`src/rtl/uart_tx_pkg.sv`:
```
// Shared constants for the UART transmitter: FSM state encodings and TX output mux selects.
// The output mux imports the MUX_* constants so both ends agree on the select meaning.
package uart_tx_pkg;

  localparam logic [2:0] ST_IDLE_ENC   = 3'd0;
  localparam logic [2:0] ST_START_ENC  = 3'd1;
  localparam logic [2:0] ST_DATA_ENC   = 3'd2;
  localparam logic [2:0] ST_PARITY_ENC = 3'd3;
  localparam logic [2:0] ST_STOP_ENC   = 3'd4;

  typedef enum logic [2:0] {
    ST_IDLE   = ST_IDLE_ENC,
    ST_START  = ST_START_ENC,
    ST_DATA   = ST_DATA_ENC,
    ST_PARITY = ST_PARITY_ENC,
    ST_STOP   = ST_STOP_ENC
  } state_t;

  localparam logic [1:0] MUX_START = 2'b00;
  localparam logic [1:0] MUX_DATA  = 2'b01;
  localparam logic [1:0] MUX_PAR   = 2'b10;
  localparam logic [1:0] MUX_IDLE  = 2'b11;

  // Counter width never drops to zero, even for a 1-bit frame.
  function automatic int cnt_width(input int w);
    return (w > 1) ? $clog2(w) : 1;
  endfunction

endpackage

```
`src/rtl/uart_tx_bit_counter.sv`:
```
// Data-bit counter for the UART TX frame sequencer.
// Clear has priority over enable; the count returns to 0 after its terminal value.
module uart_tx_bit_counter
  import uart_tx_pkg::*;
#(
  parameter int DATA_WIDTH = 8,
  localparam int CNT_W = cnt_width(DATA_WIDTH)
) (
  input  logic             CLK_CNT,
  input  logic             RST_CNT,
  input  logic             clr_CNT,
  input  logic             en_CNT,
  output logic [CNT_W-1:0] count_CNT,
  output logic             tc_CNT
);

  localparam logic [CNT_W-1:0] LAST = CNT_W'(DATA_WIDTH - 1);

  logic [CNT_W-1:0] count_reg;
  logic [CNT_W-1:0] count_next;

  assign tc_CNT    = (count_reg == LAST);
  assign count_CNT = count_reg;

  always_comb begin
    count_next = count_reg;
    if (clr_CNT) begin
      count_next = '0;
    end else if (en_CNT) begin
      count_next = tc_CNT ? '0 : count_reg + 1'b1;
    end
  end

  always_ff @(posedge CLK_CNT) begin
    if (RST_CNT) begin
      count_reg <= '0;
    end else begin
      count_reg <= count_next;
    end
  end

endmodule

```
`src/rtl/uart_tx_fsm.sv`:
```
// UART TX frame sequencer: start, DATA_WIDTH data bits, optional parity, stop; one bit per clock.
// mux_sel/busy decode the state register only; load/latch pulses are Mealy on acceptance.
module uart_tx_fsm
  import uart_tx_pkg::*;
#(
  parameter int DATA_WIDTH = 8
) (
  input  logic       CLK_FSM,
  input  logic       RST_FSM,
  input  logic       DATA_VALID_FSM,
  input  logic       PAR_EN_FSM,
  output logic [1:0] mux_sel_FSM,
  output logic       ser_load_FSM,
  output logic       ser_en_FSM,
  output logic       par_latch_FSM,
  output logic       busy_FSM
);

  localparam int CNT_W = cnt_width(DATA_WIDTH);

  state_t           state_reg;
  state_t           state_next;
  logic             par_en_reg;
  logic             par_en_next;
  logic             cnt_clr;
  logic             cnt_en;
  logic             cnt_tc;
  logic [CNT_W-1:0] bit_cnt;
  logic             accept;

  uart_tx_bit_counter #(
    .DATA_WIDTH (DATA_WIDTH)
  ) u_bit_counter (
    .CLK_CNT   (CLK_FSM),
    .RST_CNT   (RST_FSM),
    .clr_CNT   (cnt_clr),
    .en_CNT    (cnt_en),
    .count_CNT (bit_cnt),
    .tc_CNT    (cnt_tc)
  );

  always_comb begin
    state_next  = state_reg;
    par_en_next = par_en_reg;
    mux_sel_FSM = MUX_IDLE;
    ser_en_FSM  = 1'b0;
    busy_FSM    = 1'b0;
    cnt_clr     = 1'b0;
    cnt_en      = 1'b0;
    accept      = 1'b0;
    case (state_reg)
      ST_IDLE: begin
        accept = DATA_VALID_FSM;
      end
      ST_START: begin
        mux_sel_FSM = MUX_START;
        busy_FSM    = 1'b1;
        cnt_clr     = 1'b1;
        state_next  = ST_DATA;
      end
      ST_DATA: begin
        mux_sel_FSM = MUX_DATA;
        ser_en_FSM  = 1'b1;
        busy_FSM    = 1'b1;
        cnt_en      = 1'b1;
        if (cnt_tc) begin
          state_next = par_en_reg ? ST_PARITY : ST_STOP;
        end
      end
      ST_PARITY: begin
        mux_sel_FSM = MUX_PAR;
        busy_FSM    = 1'b1;
        state_next  = ST_STOP;
      end
      ST_STOP: begin
        busy_FSM   = 1'b1;
        accept     = DATA_VALID_FSM;
        state_next = ST_IDLE;
      end
      default: begin
        state_next = ST_IDLE;
      end
    endcase
    if (accept) begin
      par_en_next = PAR_EN_FSM;
      state_next  = ST_START;
    end
  end

  // Reset beats a coincident byte strobe: no pulse may reach the serializer.
  assign ser_load_FSM  = accept & ~RST_FSM;
  assign par_latch_FSM = accept & ~RST_FSM;

  always_ff @(posedge CLK_FSM) begin
    if (RST_FSM) begin
      state_reg  <= ST_IDLE;
      par_en_reg <= 1'b0;
    end else begin
      state_reg  <= state_next;
      par_en_reg <= par_en_next;
    end
  end

endmodule

```
`config.mk`:
```
export PLATFORM = sky130hd
export DESIGN_NAME = uart_tx_fsm
export DESIGN_NICKNAME = d
export VERILOG_FILES = /design/src/rtl/uart_tx_pkg.sv /design/src/rtl/uart_tx_bit_counter.sv /design/src/rtl/uart_tx_fsm.sv
export SDC_FILE = /design/constraint.sdc
export NUM_CORES = 1
export LEC_CHECK = 0
export ABC_CLOCK_PERIOD_IN_PS = 1900
export CORE_AREA = 2 2 39 41
export CTS_CLUSTER_SIZE = 14
export DETAILED_ROUTE_END_ITERATION = 8
export DIE_AREA = 0 0 41 43
export PLACE_DENSITY = 0.57
export SYNTH_ARGS = -nofsm -noshare
export SYNTH_HDL_FRONTEND = slang
export SYNTH_SLANG_ARGS = --single-unit
```
`constraint.sdc`:
```
create_clock -name CLK_FSM -period 1.9 [get_ports CLK_FSM]
set_clock_uncertainty 0.05 [all_clocks]
set_input_delay 0.19 -clock CLK_FSM [delete_from_list [all_inputs] [get_ports CLK_FSM]]
set_output_delay 0.19 -clock CLK_FSM [all_outputs]
set_load 0.05 [all_outputs]
```
==> metrics.md <==
| Metric | Value |
|---|---|
| Ys flop type | `dfxtp_1` |
| Largest stage delay, worst path | `0.46 ns` |
| Gpl congestion | `0.672` |
| Fillers | `141` |
| Share of layout cells above drive strength 1 | `27.6%` |
| Vias | `370` |
| Count leader, synth | `dfxtp_1` |
| CTS sink cnt | `7` |
| Cell Count, Final, Fillers Out | `74` |
| 1st-pass router iterations | `3` |
| Largest cells by area after synthesis | `dfxtp_1 (32%), ha_1 (5.7%), nand2b_1 (5.7%)` |
| Critical Path Start Type | `flop` |
| Core Region | `1380 µm²` |
| Depth of the worst register-to-register path | `5` |
| Synth Area in Compound Gates | `17.5%` |
| Setup TNS Final | `0 ns` |
| Post-placement cell count | `70` |
| Final worst slack | `0.212 ns` |
| Clk Tree Root Cell | `clkbuf_4` |
| Hold_sp | `u_bit_counter.count_CNT[1]` |
| Latest clock arrival within the worst-skew pair | `0.25 ns` |
| Crit path kind | `flop to primary output` |
| Critical Path, Cell by Cell | `nor3b_2 > nor2b_2 > buf_12` |
| VDD IR max | `0.353 mV` |
| FFs w/ async S/R, synth | `0%` |
| Reg-to-Reg End | `u_bit_counter.count_CNT[0]` |
| Top cells by count, synth | `dfxtp_1 (7), nand2b_1 (4), nor2_1 (4)` |
| Final slew viol count | `0` |
| Drt via density | `5.00` |
| Number of synthesized flops with an enable pin | `0` |
| Post CTS Setup Buffer Count | `0` |
| H-Tree Depth | `1` |
| Post_cts resized | `0` |
| CP Capture Type | `primary output` |
| Reg-to-reg slack, setup | `0.67 ns` |
| Post-DP HPWL | `616 µm` |
| Met2 GRT Util | `18.1%` |
| Vias in the first global route | `341` |
| Final WL | `816 µm` |
| Global routing's busiest layer | `met2` |
| Pwr dens | `752 nW/µm²` |
| Initial Util | `31.5%` |
| Synth Area in Adders | `5.75%` |
| Final #Nets | `65` |
| ANT nets after route | `0` |
| Synth warn | `0` |
| DR iter-0 viols | `5` |
| Design area | `582 µm²` |
| Row cnt | `14` |
| Die W | `41 µm` |
| CP max stage cell | `dfxtp_1` |
| End of the worst hold path | `u_bit_counter.count_CNT[1]` |
| Global-route wire length before repair | `1440 µm` |
| Synth Area in Simple Gates | `26.4%` |
| Syn Inst Count | `48` |
| Final period util | `88.8%` |
| Syn Area/Cell | `9.07 µm²` |
| Mux cell area share after synthesis | `4.60%` |
| Minimum clock period | `1.69 ns` |
| Final Total Pwr | `437 µW` |
| Max Cap Viol | `0` |
| GRT overflow | `0` |
| Crit-path max FO | `11` |
| Hold bufs inserted after CTS | `0` |
| Total track usage | `12.5%` |
| Die ar. | `1760 µm²` |
| Area Overhead vs Synth | `33.6%` |
| TritonCTS clock tree | `built` |
| RSZ-0062 raised after global routing | `no` |
| Wire per inst | `11.0 µm` |
| Count of cell types in the netlist | `29` |
| Post-synthesis xor/xnor area fraction | `2.01%` |
| Top cell type's share of synthesized area | `32.2%` |
| Register area share after synthesis | `32.2%` |
| CTS Buffer Depth | `2` |
| Worst slew pin tran | `0.532 ns` |
| DR DRC count | `0` |
| Flop and latch count out of synthesis | `7` |
| Antenna cell count | `0` |
| Leakage | `0.000235 µW` |
| Clk slew on worst S/H paths | `0.06 ns` |
| Area leader, netlist | `dfxtp_1` |
| Reg-to-Reg Start | `u_bit_counter.count_CNT[0]` |
| Main combinational cell family by area after synthesis | `simple AND/OR/NAND/NOR gates` |
| Placed Area | `556 µm²` |
| Final Hold Vio Count | `0` |
| Critical Path AT | `1.45 ns` |
| Relative slew slack | `64.5%` |
| I/O pin cnt | `10` |
| Grt met3 use | `6.28%` |
| Setup violators final | `0` |
| WP data required | `1.66 ns` |
| TritonCTS Buffers | `3` |
| Fmax | `593 MHz` |
| Largest net degree at the start of global routing | `13` |
| IO Port Bufs | `9` |
| Die height | `43 µm` |
| Met1 Usage GRT | `14.6%` |
| Mapped Nets | `54` |
| Initial antenna violation count | `0` |
| Hold Crit Depth | `2` |
| Status | `completed` |
| Pre-CTS worst setup slack | `0.324 ns` |
| Hold Crit Class | `flop to flop` |
| Cell Area, Synth | `435 µm²` |
[routing by layer]
layer,share of wire (%),vias up
li1,-,187
met1,47,171
met2,45,10
met3,6.3,2
met4,1.5,0
met5,0,-
[logic make-up after synthesis]
logic type | Yosys count
and+or+nand+nor | 18
buffers and inverters | 8
AOI/OAI and AO/OA | 10
DFF | 7
xor gates and xnor gates | 1
adders and majority gates | 2
muxes | 2
[where the power goes]
| group | switching [µW] | internal (µW) | total (µW) |
|---|---|---|---|
| registers | 15.2 | 154 | 169 |
| logic | 68.8 | 62.5 | 131 |
| clock network | 56.9 | 80.3 | 137 |
[critical path, delay by kind of cell (launching register included)]
kind          cells  cell delay [ns]
buf+inv           1             0.17
flops             1             0.46
simple gates      2             0.56
[worst max path at each step]
stage | from | to | slack [ns] | cells after the start
floorplan | state_reg[0] | ser_load_FSM | 0.22 | 4
global placement | DATA_VALID_FSM | ser_load_FSM | 0.34 | 4
detailed placement | DATA_VALID_FSM | par_latch_FSM | 0.32 | 4
CTS | state_reg[0] | par_latch_FSM | 0.19 | 3
global route | state_reg[0] | par_latch_FSM | 0.13 | 3
finish | state_reg[0] | par_latch_FSM | 0.21 | 3
[through the flow]
step,utilization (%),hold WS [ns]
2_1_floorplan,-,0.205
3_3_place_gp,40.1,0.443
3_5_place_dp,40.1,0.439
4_1_cts,42.0,0.447
5_1_grt,42.0,0.493
6_report,42.0,0.444
[area by class of cell]
cell class	instances	area, µm²	share of cell area, %
clock buffer	4	26.3	4.52
inverter	4	15.0	2.58
multi-input combinational	33	248	42.6
sequential	7	140	24.1
tap	16	20.0	3.44
timing repair buffer	10	133	22.8
[layout by cell type, fill, tap and decap left out, drive strengths merged]
master         netlist  final
nor2b                1      1
dfxtp                7      7
xnor2                1      1
inv                  4      4
o211ai               1      1
ha                   2      2
a31oi                1      1
nand2b               4      4
a22oi                1      1
mux2i                2      2
nand4b               1      1
clkbuf               0      4
buf                  4      7
a211oi               1      1
a21o                 1      1
o32ai                2      2
a21boi               1      1
o21ai                2      2
nand3                2      2
clkdlybuf4s50        0      3
and3                 1      1
nor2                 5      5
and2                 1      1
nor3                 1      1
nand2                1      1
nor3b                1      1
Power figures use the tool's default switching activity.
